==> src/rtl/ws2812_pkg.sv <==
// Shared WS2812 definitions: frame FSM state encoding, GRB packing and
// cycle-count helpers used by both the frame sequencer and the bit engine.
package ws2812_pkg;

   typedef enum logic [2:0] {
      ST_IDLE,
      ST_FETCH,
      ST_SCALE,
      ST_LOAD,
      ST_WAIT,
      ST_LATCH,
      ST_DONE
   } state_t;

   // WS2812 shifts green first, then red, then blue
   function automatic logic [23:0] grb_pack(input logic [7:0] r,
                                            input logic [7:0] g,
                                            input logic [7:0] b);
      return {g, r, b};
   endfunction

   function automatic int treset_cycles(input int f_clk, input int us);
      longint t;
      t = (longint'(us) * longint'(f_clk)) / longint'(1_000_000);
      return int'(t);
   endfunction

   function automatic int refresh_period(input int f_clk, input int hz);
      return f_clk / hz;
   endfunction

endpackage

==> src/rtl/ws2812_frame_sequencer_if.sv <==
// Word handshake between the frame sequencer (master) and the bit-timing engine (slave).
interface ws2812_frame_sequencer_if;
   logic [23:0] tx_data;
   logic        tx_load;
   logic        tx_done;

   modport master (output tx_data, output tx_load, input tx_done);
   modport slave  (input tx_data, input tx_load, output tx_done);
endinterface

==> src/rtl/ws2812_pixel_ram.sv <==
// Pixel store: synchronous write port, registered read port (read-before-write).
module ws2812_pixel_ram #(
   parameter int NUM_LEDS = 16,
   parameter int ADDR_W   = 4
) (
   input  logic              i_clk,
   input  logic              i_wr_en,
   input  logic [ADDR_W-1:0] i_wr_addr,
   input  logic [23:0]       i_wr_data,
   input  logic [ADDR_W-1:0] i_rd_addr,
   output logic [23:0]       o_rd_data
);

   localparam logic [ADDR_W:0] DEPTH = (ADDR_W+1)'(NUM_LEDS);

   logic [23:0] r_mem [2**ADDR_W];
   logic [23:0] r_rd_data;

   always_ff @(posedge i_clk) begin
      if (i_wr_en && ({1'b0, i_wr_addr} < DEPTH)) begin
         r_mem[i_wr_addr] <= i_wr_data;
      end
   end

   always_ff @(posedge i_clk) begin
      r_rd_data <= r_mem[i_rd_addr];
   end

   assign o_rd_data = r_rd_data;

endmodule

==> src/rtl/ws2812_frame_sequencer.sv <==
// Frame-level WS2812 controller: fetches pixels, scales by brightness, hands GRB
// words to the bit engine, then times the latch gap.
//
//   state | meaning
//   IDLE  | waiting for Start / refresh tick / pending request
//   FETCH | pixel RAM addressed with current index
//   SCALE | brightness applied, GRB word registered
//   LOAD  | TxLoad pulse to bit engine
//   WAIT  | waiting for TxDone of current word
//   LATCH | line held low for the reset/latch gap
//   DONE  | FrameDone pulse, back to IDLE
module ws2812_frame_sequencer
   import ws2812_pkg::*;
#(
   parameter int F_CLK      = 12_000_000,
   parameter int NUM_LEDS   = 16,
   parameter int ADDR_W     = 4,
   parameter int TRESET_US  = 60,
   parameter int REFRESH_HZ = 30
) (
   input  logic                 i_clk,
   input  logic                 i_rst,
   input  logic                 i_wr_en,
   input  logic [ADDR_W-1:0]    i_wr_addr,
   input  logic [23:0]          i_wr_data,
   input  logic [7:0]           i_brightness,
   input  logic                 i_start,
   input  logic                 i_auto_refresh,
   ws2812_frame_sequencer_if.master tx,
   output logic                 o_latch_active,
   output logic                 o_busy,
   output logic                 o_frame_done,
   output logic [ADDR_W-1:0]    o_pixel_index
);

   localparam int TRESET         = treset_cycles(F_CLK, TRESET_US);
   localparam int REFRESH_PERIOD = refresh_period(F_CLK, REFRESH_HZ);
   localparam int LAT_W          = $clog2(TRESET + 1);
   localparam int REF_W          = $clog2(REFRESH_PERIOD + 1);
   localparam logic [LAT_W-1:0]  LAT_LOAD = LAT_W'(TRESET - 1);
   localparam logic [REF_W-1:0]  REF_LAST = REF_W'(REFRESH_PERIOD - 1);
   localparam logic [ADDR_W-1:0] IDX_LAST = ADDR_W'(NUM_LEDS - 1);

   state_t            r_state;
   state_t            w_next;
   logic [ADDR_W-1:0] r_idx;
   logic [7:0]        r_bright;
   logic              r_pending;
   logic [LAT_W-1:0]  r_lat_cnt;
   logic [REF_W-1:0]  r_ref_cnt;
   logic [23:0]       r_tx_data;
   logic [23:0]       w_ram_rd;
   logic              w_tick;
   logic              w_req;
   logic              w_last;
   logic [8:0]        w_gain;
   logic [7:0]        w_r;
   logic [7:0]        w_g;
   logic [7:0]        w_b;

   function automatic logic [7:0] scale_ch(input logic [7:0] c, input logic [8:0] gain);
      logic [15:0] p;
      p = {8'b0, c} * {7'b0, gain};
      return 8'(p >> 8);
   endfunction

   ws2812_pixel_ram #(
      .NUM_LEDS (NUM_LEDS),
      .ADDR_W   (ADDR_W)
   ) u_ram (
      .i_clk     (i_clk),
      .i_wr_en   (i_wr_en),
      .i_wr_addr (i_wr_addr),
      .i_wr_data (i_wr_data),
      .i_rd_addr (r_idx),
      .o_rd_data (w_ram_rd)
   );

   assign w_tick = i_auto_refresh && (r_ref_cnt == REF_LAST);
   assign w_req  = i_start | w_tick | r_pending;
   assign w_last = (r_idx == IDX_LAST);
   assign w_gain = {1'b0, r_bright} + 9'd1;
   assign w_r    = scale_ch(w_ram_rd[23:16], w_gain);
   assign w_g    = scale_ch(w_ram_rd[15:8], w_gain);
   assign w_b    = scale_ch(w_ram_rd[7:0], w_gain);

   always_ff @(posedge i_clk) begin
      if (i_rst || !i_auto_refresh) begin
         r_ref_cnt <= '0;
      end else if (r_ref_cnt == REF_LAST) begin
         r_ref_cnt <= '0;
      end else begin
         r_ref_cnt <= r_ref_cnt + REF_W'(1);
      end
   end

   always_ff @(posedge i_clk) begin
      if (i_rst) begin
         r_state <= ST_IDLE;
      end else begin
         r_state <= w_next;
      end
   end

   always_comb begin
      w_next         = r_state;
      tx.tx_load     = 1'b0;
      tx.tx_data     = r_tx_data;
      o_latch_active = 1'b0;
      o_frame_done   = 1'b0;
      o_busy         = (r_state != ST_IDLE);
      o_pixel_index  = r_idx;
      case (r_state)
         ST_IDLE:  if (w_req) w_next = ST_FETCH;
         ST_FETCH: w_next = ST_SCALE;
         ST_SCALE: w_next = ST_LOAD;
         ST_LOAD: begin
            tx.tx_load = 1'b1;
            w_next     = ST_WAIT;
         end
         ST_WAIT:  if (tx.tx_done) w_next = w_last ? ST_LATCH : ST_FETCH;
         ST_LATCH: begin
            o_latch_active = 1'b1;
            if (r_lat_cnt == '0) w_next = ST_DONE;
         end
         ST_DONE: begin
            o_frame_done = 1'b1;
            w_next       = ST_IDLE;
         end
         default: w_next = ST_IDLE;
      endcase
   end

   // At most one request is queued while a frame is running
   always_ff @(posedge i_clk) begin
      if (i_rst) begin
         r_pending <= 1'b0;
      end else if (r_state == ST_IDLE) begin
         r_pending <= 1'b0;
      end else if (i_start || w_tick) begin
         r_pending <= 1'b1;
      end
   end

   always_ff @(posedge i_clk) begin
      if (i_rst) begin
         r_idx     <= '0;
         r_bright  <= '0;
         r_lat_cnt <= '0;
         r_tx_data <= '0;
      end else begin
         case (r_state)
            ST_IDLE: begin
               if (w_req) begin
                  r_idx    <= '0;
                  r_bright <= i_brightness;
               end
            end
            ST_SCALE: r_tx_data <= grb_pack(w_r, w_g, w_b);
            ST_WAIT: begin
               if (tx.tx_done) begin
                  if (w_last) r_lat_cnt <= LAT_LOAD;
                  else        r_idx     <= r_idx + ADDR_W'(1);
               end
            end
            ST_LATCH: if (r_lat_cnt != '0) r_lat_cnt <= r_lat_cnt - LAT_W'(1);
            default: ;
         endcase
      end
   end

endmodule

==> src/flat_wrapper.sv <==
// flat-port wrapper written by rule: the top's interface ports become plain ports
module ws2812_frame_sequencer_flat import ws2812_pkg::*;
#(
   parameter int F_CLK      = 12_000_000,
   parameter int NUM_LEDS   = 16,
   parameter int ADDR_W     = 4,
   parameter int TRESET_US  = 60,
   parameter int REFRESH_HZ = 30
)
  (i_clk, i_rst, i_wr_en, i_wr_addr, i_wr_data, i_brightness, i_start, i_auto_refresh, o_latch_active, o_busy, o_frame_done, o_pixel_index, tx_tx_data, tx_tx_load, tx_tx_done);
  ws2812_frame_sequencer_if tx_i ();
  input  logic i_clk;
  input  logic i_rst;
  input  logic i_wr_en;
  input  logic [ADDR_W-1:0] i_wr_addr;
  input  logic [23:0] i_wr_data;
  input  logic [7:0] i_brightness;
  input  logic i_start;
  input  logic i_auto_refresh;
  output logic o_latch_active;
  output logic o_busy;
  output logic o_frame_done;
  output logic [ADDR_W-1:0] o_pixel_index;
  output wire logic [$bits(tx_i.tx_data)-1:0] tx_tx_data;
  output wire logic [$bits(tx_i.tx_load)-1:0] tx_tx_load;
  input wire logic [$bits(tx_i.tx_done)-1:0] tx_tx_done;
  assign tx_tx_data = tx_i.tx_data;
  assign tx_tx_load = tx_i.tx_load;
  assign tx_i.tx_done = tx_tx_done;
  ws2812_frame_sequencer #(.F_CLK(F_CLK), .NUM_LEDS(NUM_LEDS), .ADDR_W(ADDR_W), .TRESET_US(TRESET_US), .REFRESH_HZ(REFRESH_HZ)) u_core (.i_clk(i_clk), .i_rst(i_rst), .i_wr_en(i_wr_en), .i_wr_addr(i_wr_addr), .i_wr_data(i_wr_data), .i_brightness(i_brightness), .i_start(i_start), .i_auto_refresh(i_auto_refresh), .tx(tx_i), .o_latch_active(o_latch_active), .o_busy(o_busy), .o_frame_done(o_frame_done), .o_pixel_index(o_pixel_index));
endmodule
==> config.mk <==
export PLATFORM = sky130hd
export DESIGN_NAME = ws2812_frame_sequencer_flat
export DESIGN_NICKNAME = d
export VERILOG_FILES = /design/src/rtl/ws2812_pkg.sv /design/src/rtl/ws2812_frame_sequencer_if.sv /design/src/rtl/ws2812_pixel_ram.sv /design/src/rtl/ws2812_frame_sequencer.sv /design/src/flat_wrapper.sv
export SDC_FILE = /design/constraint.sdc
export NUM_CORES = 1
export LEC_CHECK = 0
export CORE_MARGIN = 4
export CORE_UTILIZATION = 67
export DETAILED_ROUTE_END_ITERATION = 16
export PLACE_DENSITY = 0.86
export SYNTH_ARGS = -nofsm -noshare
export SYNTH_HDL_FRONTEND = slang
export SYNTH_SLANG_ARGS = --single-unit
==> constraint.sdc <==
create_clock -name i_clk -period 16.5 [get_ports i_clk]
set_input_delay 1.65 -clock i_clk [delete_from_list [all_inputs] [get_ports i_clk]]
set_output_delay 1.65 -clock i_clk [all_outputs]
set_load 0.03 [all_outputs]
==> results of run 1 <==
## cell usage after synthesis, drive strengths merged (2+ instances only)
master  instances
nor4b          10
xnor2          18
nand3          34
a221o           2
a21o            7
nand2b          9
nand4          12
mux4          120
nor3           25
or4             7
and2          144
nand2          84
and3            9
or4b            2
buf            16
nor2           70
nor3b           3
a211o           4
o311a           2
mux2i           9
nand3b          5
and4b           3
a211oi          3
dfxtp          93
ha            100
inv           158
o31ai           4
clkbuf         50
nor4            4
nor2b          20
and4            2
fa            120
a31oi          11
a21oi          28
o21ai          11
o21bai          3
edfxtp        384
xor2           35
or3             7
o21a            7
o211ai          6
## final timing paths
| path | startpoint | to | slack [ns] | cells past startpoint |
|---|---|---|---|---|
| worst max-delay path | u_core.r_bright[0] | u_core.tx.tx_data[5] | 10.12 | 18 |
| worst min-delay path | u_core.tx.tx_data[0] | u_core.tx.tx_data[0] | 0.46 | 2 |
| worst max register to register | u_core.r_bright[0] | u_core.tx.tx_data[5] | 10.12 | 18 |
| worst min register to register | u_core.tx.tx_data[0] | u_core.tx.tx_data[0] | 0.46 | 2 |
## flip-flops by register name (all words and copies together), names as in the netlist
signal,flops
u_core.r_bright,8
u_core.r_lat_cnt,10
u_core.u_ram.r_mem,384
u_core.o_pixel_index,4
u_core.r_state,3
u_core.r_ref_cnt,19
u_core.tx.tx_data,24
u_core.r_pending,1
u_core.u_ram.o_rd_data,24
## layer usage
layer,GRT usage,share of wire
met4,0.0933,0.033
met1,0.420,0.37
met5,0,0.00059
met2,0.544,0.52
met3,0.0505,0.078
## kinds of logic (layout without fill, tap and decap cells)
family	Yosys count	after routing	share of synthesized area
XOR/XNOR	53	53	0.0191
adder cells (fa/ha/maj)	220	220	0.151
buffers and inverters	224	350	0.0352
AND/OR/NAND/NOR	454	454	0.102
AO/OA/AOI/OAI	95	95	0.0263
flip-flops	477	477	0.552
multiplexers	129	129	0.115
## report_power, final
group | internal, mW | switching (mW) | total (mW)
clock network | 0.611 | 0.466 | 1.08
registers | 1.34 | 0.0376 | 1.38
logic | 0.302 | 0.446 | 0.748
## cell type report
class | instances | area [sq um] | area share
Sequential cell | 477 | 13400 | 0.494
Multi-Input combinational cell | 951 | 10100 | 0.371
Clock buffer | 58 | 1270 | 0.0467
Timing Repair Buffer | 106 | 977 | 0.0360
Inverter | 158 | 593 | 0.0218
Tap cell | 461 | 577 | 0.0212
Clock inverter | 28 | 262 | 0.00963
## stage by stage
step	power (mW)	utilization	worst slack [ns]
after floorplan	1.91	-	11.22
after global placement	2.10	0.718	10.34
after detailed placement	2.14	0.718	10.18
after CTS	3.21	0.761	10.15
after global routing	3.38	0.762	9.83
final	3.20	0.762	10.12
## worst max-delay path, cell delays in order (launching register included)
cell and delay (ns):
sky130_fd_sc_hd__dfxtp_1 0.89, sky130_fd_sc_hd__ha_1 0.32, sky130_fd_sc_hd__nand3_1 0.24, sky130_fd_sc_hd__nor2_1 0.19, sky130_fd_sc_hd__xor2_1 0.17, sky130_fd_sc_hd__buf_4 0.30
sky130_fd_sc_hd__and2_1 0.20, sky130_fd_sc_hd__fa_1 0.42, sky130_fd_sc_hd__fa_1 0.51, sky130_fd_sc_hd__fa_1 0.49, sky130_fd_sc_hd__inv_1 0.05, sky130_fd_sc_hd__fa_1 0.47
sky130_fd_sc_hd__inv_1 0.04, sky130_fd_sc_hd__ha_1 0.34, sky130_fd_sc_hd__nand2_1 0.08, sky130_fd_sc_hd__o31ai_1 0.46, sky130_fd_sc_hd__a31oi_1 0.37, sky130_fd_sc_hd__or4b_2 0.70
sky130_fd_sc_hd__nand3_1 0.10
==> summary.txt, run 1 <==
Status = finished, final reports clean
Post-Route Skew = 0.0314 ns
Most common cell after layout, fill and taps aside = sky130_fd_sc_hd__edfxtp_1
Classification of the worst-slack hold path = reg -> reg
Core area = 0.0357 sq mm
Post-CTS clock slew at the launch and capture registers of the worst setup and hold paths = 0.06 ns
Antenna diode instance count = 0
Arrival time of data at the critical path endpoint = 6.92 ns
First-pass GRT wire length = 92.5 mm
Final net count = 2003
Seq/Total Area, Yosys = 0.552
DRC violations left = 0
Number of library cell types mapped by synthesis = 57
Largest net degree at the start of global routing = 61
Post-synthesis cell type with the largest combined area = sky130_fd_sc_hd__edfxtp_1
Final period util = 0.387
Share of the synthesized area in the top cell type = 0.475
Areal power density over the cells = 118 mW/mm^2
Synth async-reset ratio = 0
Number of enable-type register cells in the synthesized netlist = 384
Final Hold Violating Endpoints = 0
Average detailed-routed wire length per instance = 26.5 microns
Number of warnings issued by yosys = 0
CTS Hold Buffers Added = 0
Share of final-layout standard cells stronger than drive strength 1 = 0.141
Die Outline Area = 0.0393 sq mm
GP Congestion = 0.851
Number of filler cells placed in the layout = 1978
CP Capture Type = flop
Number of sinks on the clock net = 477
Total wire length = 59.4 mm
TritonCTS Buffers = 47
Max Cap Violations = 0
Clock latency on the worst-skew pair = 0.60 ns
Initial Utilization = 0.681
Endpoints failing setup = 0
Number of global-route vias before repair = 15300
Unrepaired setup endpoints after global routing = false
CP max FO = 24
Cell Rows = 69
Kind of launch point of the worst setup path = flop
Final number of max-transition violations = 0
Synthesis-stage register bit count = 477
Count of boundary I/O pins = 74
DR vias = 14500
Syn nets = 1914
Initial antenna violation count = 2
First DRT Iteration DRCs = 1407
Post-placement cell count = 2152
Max-slew headroom at the worst pin = 0.343
Netlist area before placement = 0.0243 sq mm
Post-detailed-route count of antenna-violating nets = 0
Number of buffers on the longest clock path = 3
Static leakage = 10.2 nW
Post-layout minimum cycle time = 6.38 ns
CTS H-tree lvls = 2
Total gr overflow = 0
Syn-to-layout area delta = 11.9%
Clock tree from TritonCTS = done
Most used flip-flop cell after synthesis = sky130_fd_sc_hd__edfxtp_1
Layout Cell Area excl Fill = 0.0272 sq mm
TNS Setup = 0 ns
Post-detailed-placement half-perimeter wirelength = 34.4 mm
Gates resized, CTS repair = 0
Die boundary height = 198 microns
CP required = 17.04 ns
Post-Layout Cell Count = 2239
Number of post-CTS setup repair buffers = 0
Type of the setup path with the least slack = reg -> reg
Maximum resistive drop on vdd = 153 uV
Maximum frequency from static timing analysis = 0.157 GHz
Width of the chip = 198 microns
Largest cells by area after synthesis = sky130_fd_sc_hd__edfxtp_1 (48%), sky130_fd_sc_hd__mux4_2 (11%), sky130_fd_sc_hd__fa_1 (9.9%), sky130_fd_sc_hd__dfxtp_1 (7.7%), sky130_fd_sc_hd__ha_1 (5.2%)
Instance count of the mapped netlist = 1652
Hold WS = 0.458 ns
Ratio of routed vias to standard cells = 6.50
First-pass iteration count of the detailed router = 5
Global-route total usage across every layer = 0.315
Mean cell area of the mapped netlist = 14.7 sq um
Highest-count cells in the layout ignoring fill and taps = sky130_fd_sc_hd__edfxtp_1 (384), sky130_fd_sc_hd__inv_1 (158), sky130_fd_sc_hd__and2_1 (144), sky130_fd_sc_hd__mux4_2 (120), sky130_fd_sc_hd__fa_1 (120)
Clock root buffer = sky130_fd_sc_hd__clkbuf_16
Total placed instance area = 0.0256 sq mm
Port buffer count = 73
Tightest Pin Transition = 0.982 ns
Note: power is estimated with default switching activity, not from simulation.
==> run 2: changes to the inputs <==
--- a/config.mk
+++ b/config.mk
@@ -6,9 +6,9 @@
 export NUM_CORES = 1
 export LEC_CHECK = 0
 export CORE_MARGIN = 4
-export CORE_UTILIZATION = 67
+export CORE_UTILIZATION = 56
 export DETAILED_ROUTE_END_ITERATION = 16
-export PLACE_DENSITY = 0.86
+export PLACE_DENSITY = 0.77
 export SYNTH_ARGS = -nofsm -noshare
 export SYNTH_HDL_FRONTEND = slang
 export SYNTH_SLANG_ARGS = --single-unit
==> constraint.sdc (replaced) <==
create_clock -name i_clk -period 5.5 [get_ports i_clk]
set_input_delay 0.55 -clock i_clk [delete_from_list [all_inputs] [get_ports i_clk]]
set_output_delay 0.55 -clock i_clk [all_outputs]
set_load 0.03 [all_outputs]
==> run 2 against run 1 <==
Sequential cell count did not move; hold slack got worse by 0.015 ns; non-clock buffer count rose by 9; routed wire length fell by 8.0%; first-iteration DRC count fell by 19%; combinational power rose to 3.1 times the previous value; largest cell class unchanged; highest routed layer is now met4.
==> summary.txt, run 2 (same netlist as run 1, synthesis figures left out) <==
Worst slack at placement = 0.167 ns (-10.01 ns)
Post-detailed-route count of antenna-violating nets = 0 (unchanged)
Layout Cell Area excl Fill = 0.0275 sq mm (+1.2%)
Cell Rows = 76 (+10%)
Max Cap Violations = 0 (unchanged)
Design internal power = 6.79 mW (+200%)
Post-CTS clock slew at the launch and capture registers of the worst setup and hold paths = 0.06 ns (about the same)
Most common cell after layout, fill and taps aside = sky130_fd_sc_hd__edfxtp_1
Kind of launch point of the worst setup path = flop
Total gr overflow = 0 (unchanged)
Number of sinks on the clock net = 477 (unchanged)
Port buffer count = 73 (unchanged)
Number of post-CTS setup repair buffers = 0 (unchanged)
TritonCTS Buffers = 47 (unchanged)
Clock latency on the worst-skew pair = 0.60 ns (about the same)
Maximum resistive drop on vdd = 418 uV (+170%)
Max-slew headroom at the worst pin = 0.280 (-0.0630)
Status = finished, final reports clean
Clock tree from TritonCTS = done
Hold WS = 0.443 ns (-0.0152 ns)
First DRT Iteration DRCs = 1145 (-19%)
Met2 Usage GRT = 0.414 (-0.130)
TNS Setup = 0 ns (unchanged)
Post-Route Skew = 0.0275 ns (-0.00398 ns)
Tightest Pin Transition = 1.08 ns (+0.0981 ns)
Clock root buffer = sky130_fd_sc_hd__clkbuf_16
CP Capture Type = flop
Static leakage = 10.2 nW (+0.37%)
Switch share = 0.295 (-0.00130)
Gate power share = 0.238 (+0.004)
Initial Utilization = 0.565 (-0.116)
Maximum frequency from static timing analysis = 0.191 GHz (+22%)
Unrepaired setup endpoints after global routing = false
Post-layout minimum cycle time = 5.25 ns (-1.14 ns)
Highest-count cells in the layout ignoring fill and taps = sky130_fd_sc_hd__edfxtp_1 (384), sky130_fd_sc_hd__inv_1 (158), sky130_fd_sc_hd__and2_1 (144), sky130_fd_sc_hd__mux4_2 (120), sky130_fd_sc_hd__fa_1 (120)
Met3 usage = 0.0338 (-0.0167)
Overall power of the completed layout = 9.62 mW (+200%)
Endpoints failing setup = 0 (unchanged)
Final period util = 0.954 (+0.567)
Post-detailed-placement half-perimeter wirelength = 33.4 mm (-2.8%)
Number of global-route vias before repair = 14700 (-3.6%)
GRT met1 Usage = 0.322 (-0.0987)
Count of boundary I/O pins = 74 (unchanged)
Sequential share of power = 0.428 (-0.002)
Hold Path Cell Cnt = 1 (-1)
Final standard cell utilization of the core = 0.639 (-0.122)
Core area = 0.0430 sq mm (+21%)
Startpoint of the worst hold path = u_core.r_ref_cnt[0]
Number of cells on the worst reg-to-reg path = 18 (unchanged)
DR vias = 14000 (-3.5%)
Number of buffers on the longest clock path = 3 (unchanged)
Post-layout worst setup margin = 0.255 ns (-9.86 ns)
Average detailed-routed wire length per instance = 23.0 microns (-13%)
Syn-to-layout area delta = 13.3%
CP max FO = 13 (-46%)
Worst-case hold path end point = u_core.r_ref_cnt[0]
Initial antenna violation count = 2 (unchanged)
GP Congestion = 0.831 (-2.3%)
Post-placement cell count = 2285 (+6.2%)
Die boundary height = 216 microns (+9.0%)
Post-Layout Cell Count = 2376 (+6.1%)
Number of flip-flops under the largest register name = 384 (unchanged)
Share of final-layout standard cells stronger than drive strength 1 = 0.144 (+0.00304)
Die Outline Area = 0.0467 sq mm (+19%)
CTS H-tree lvls = 2 (unchanged)
Final Hold Violating Endpoints = 0 (unchanged)
Arrival time of data at the critical path endpoint = 5.76 ns (-1.16 ns)
Capture point of the worst reg-to-reg path = u_core.tx.tx_data[20]
Register with the most flip-flops = u_core.u_ram.r_mem
Areal power density over the cells = 350 mW/mm^2 (+200%)
Switching power = 2.84 mW (+200%)
First-pass GRT wire length = 85.8 mm (-7.3%)
Total wire length = 54.7 mm (-8.0%)
Width of the chip = 216 microns (+9.0%)
DRC violations left = 0 (unchanged)
Type of the setup path with the least slack = reg -> reg
Classification of the worst-slack hold path = reg -> reg
Flop2flop setup slack = 0.25 ns (-9.86 ns)
CP required = 6.02 ns (-11.02 ns)
Final net count = 2012 (+0.45%)
Largest net degree at the start of global routing = 67 (+9.8%)
Total placed instance area = 0.0259 sq mm (+1.1%)
Final number of max-transition violations = 0 (unchanged)
Proportion of power drawn by the clock network = 0.333 (-0.003)
First-pass iteration count of the detailed router = 4 (-1)
Global route hottest layer = met2
Ratio of routed vias to standard cells = 5.91 (-9.1%)
Global-route total usage across every layer = 0.240 (-0.0753)
Critical register-to-register path startpoint = u_core.r_bright[4]
## run 2: area by class of cell
class | instances | area (sq um)
clock buffer | 60 | 1260
tap | 585 | 732
fill | 3061 | 15500
multi-input combinational | 951 | 10100
clock inverter | 28 | 287
antenna | 2 | 5.00
timing repair buffer | 115 | 1110
inverter | 158 | 593
sequential | 477 | 13400
## run 2: metal layers
layer | vias to the layer above | part of all wire
met2 | 540 | 0.51
met4 | 0 | 0.024
met1 | 7222 | 0.40
met3 | 91 | 0.065
met5 | - | 0
li1 | 6183 | -
## run 2: how the worst max path moves through the flow
| stage | startpoint | endpoint | slack, ns | depth (start not counted) |
|---|---|---|---|---|
| floorplan | u_core.r_bright[0] | u_core.tx.tx_data[5] | 0.22 | 18 |
| CTS | u_core.r_bright[1] | u_core.tx.tx_data[5] | 0.14 | 18 |
| finish | u_core.r_bright[4] | u_core.tx.tx_data[20] | 0.25 | 18 |
| global route | u_core.r_bright[1] | u_core.tx.tx_data[21] | 0.008 | 19 |
| detailed placement | u_core.r_bright[1] | u_core.tx.tx_data[5] | 0.17 | 18 |
| global placement | u_core.r_bright[1] | u_core.tx.tx_data[14] | 0.26 | 19 |
## run 2: power groups by stage
stage | logic [mW] | clock network, mW | registers [mW]
2_1_floorplan | 1.52 | 0 | 4.22
3_3_place_gp | 2.18 | 0 | 4.19
3_5_place_dp | 2.27 | 0 | 4.20
4_1_cts | 2.29 | 3.26 | 4.12
5_1_grt | 2.62 | 3.43 | 4.14
6_report | 2.29 | 3.21 | 4.12
## run 2: worst max-delay path, stage by stage (launching register included)
cell	delay (ns)
sky130_fd_sc_hd__dfxtp_1	0.43
sky130_fd_sc_hd__nand3_1	0.11
sky130_fd_sc_hd__nor2_1	0.17
sky130_fd_sc_hd__and3_1	0.23
sky130_fd_sc_hd__xor2_1	0.31
sky130_fd_sc_hd__buf_4	0.28
sky130_fd_sc_hd__and2_1	0.18
sky130_fd_sc_hd__fa_1	0.43
sky130_fd_sc_hd__fa_1	0.51
sky130_fd_sc_hd__fa_1	0.49
sky130_fd_sc_hd__inv_1	0.05
sky130_fd_sc_hd__fa_1	0.47
sky130_fd_sc_hd__inv_1	0.04
sky130_fd_sc_hd__ha_1	0.35
sky130_fd_sc_hd__nand2_1	0.09
sky130_fd_sc_hd__or3_1	0.35
sky130_fd_sc_hd__a311o_1	0.36
sky130_fd_sc_hd__nor4_1	0.21
sky130_fd_sc_hd__a211o_1	0.13
## run 2: timing repair
action,CTS,global route
resized for setup,0,5
setup endpoints to repair,0,10
hold buffers,0,0
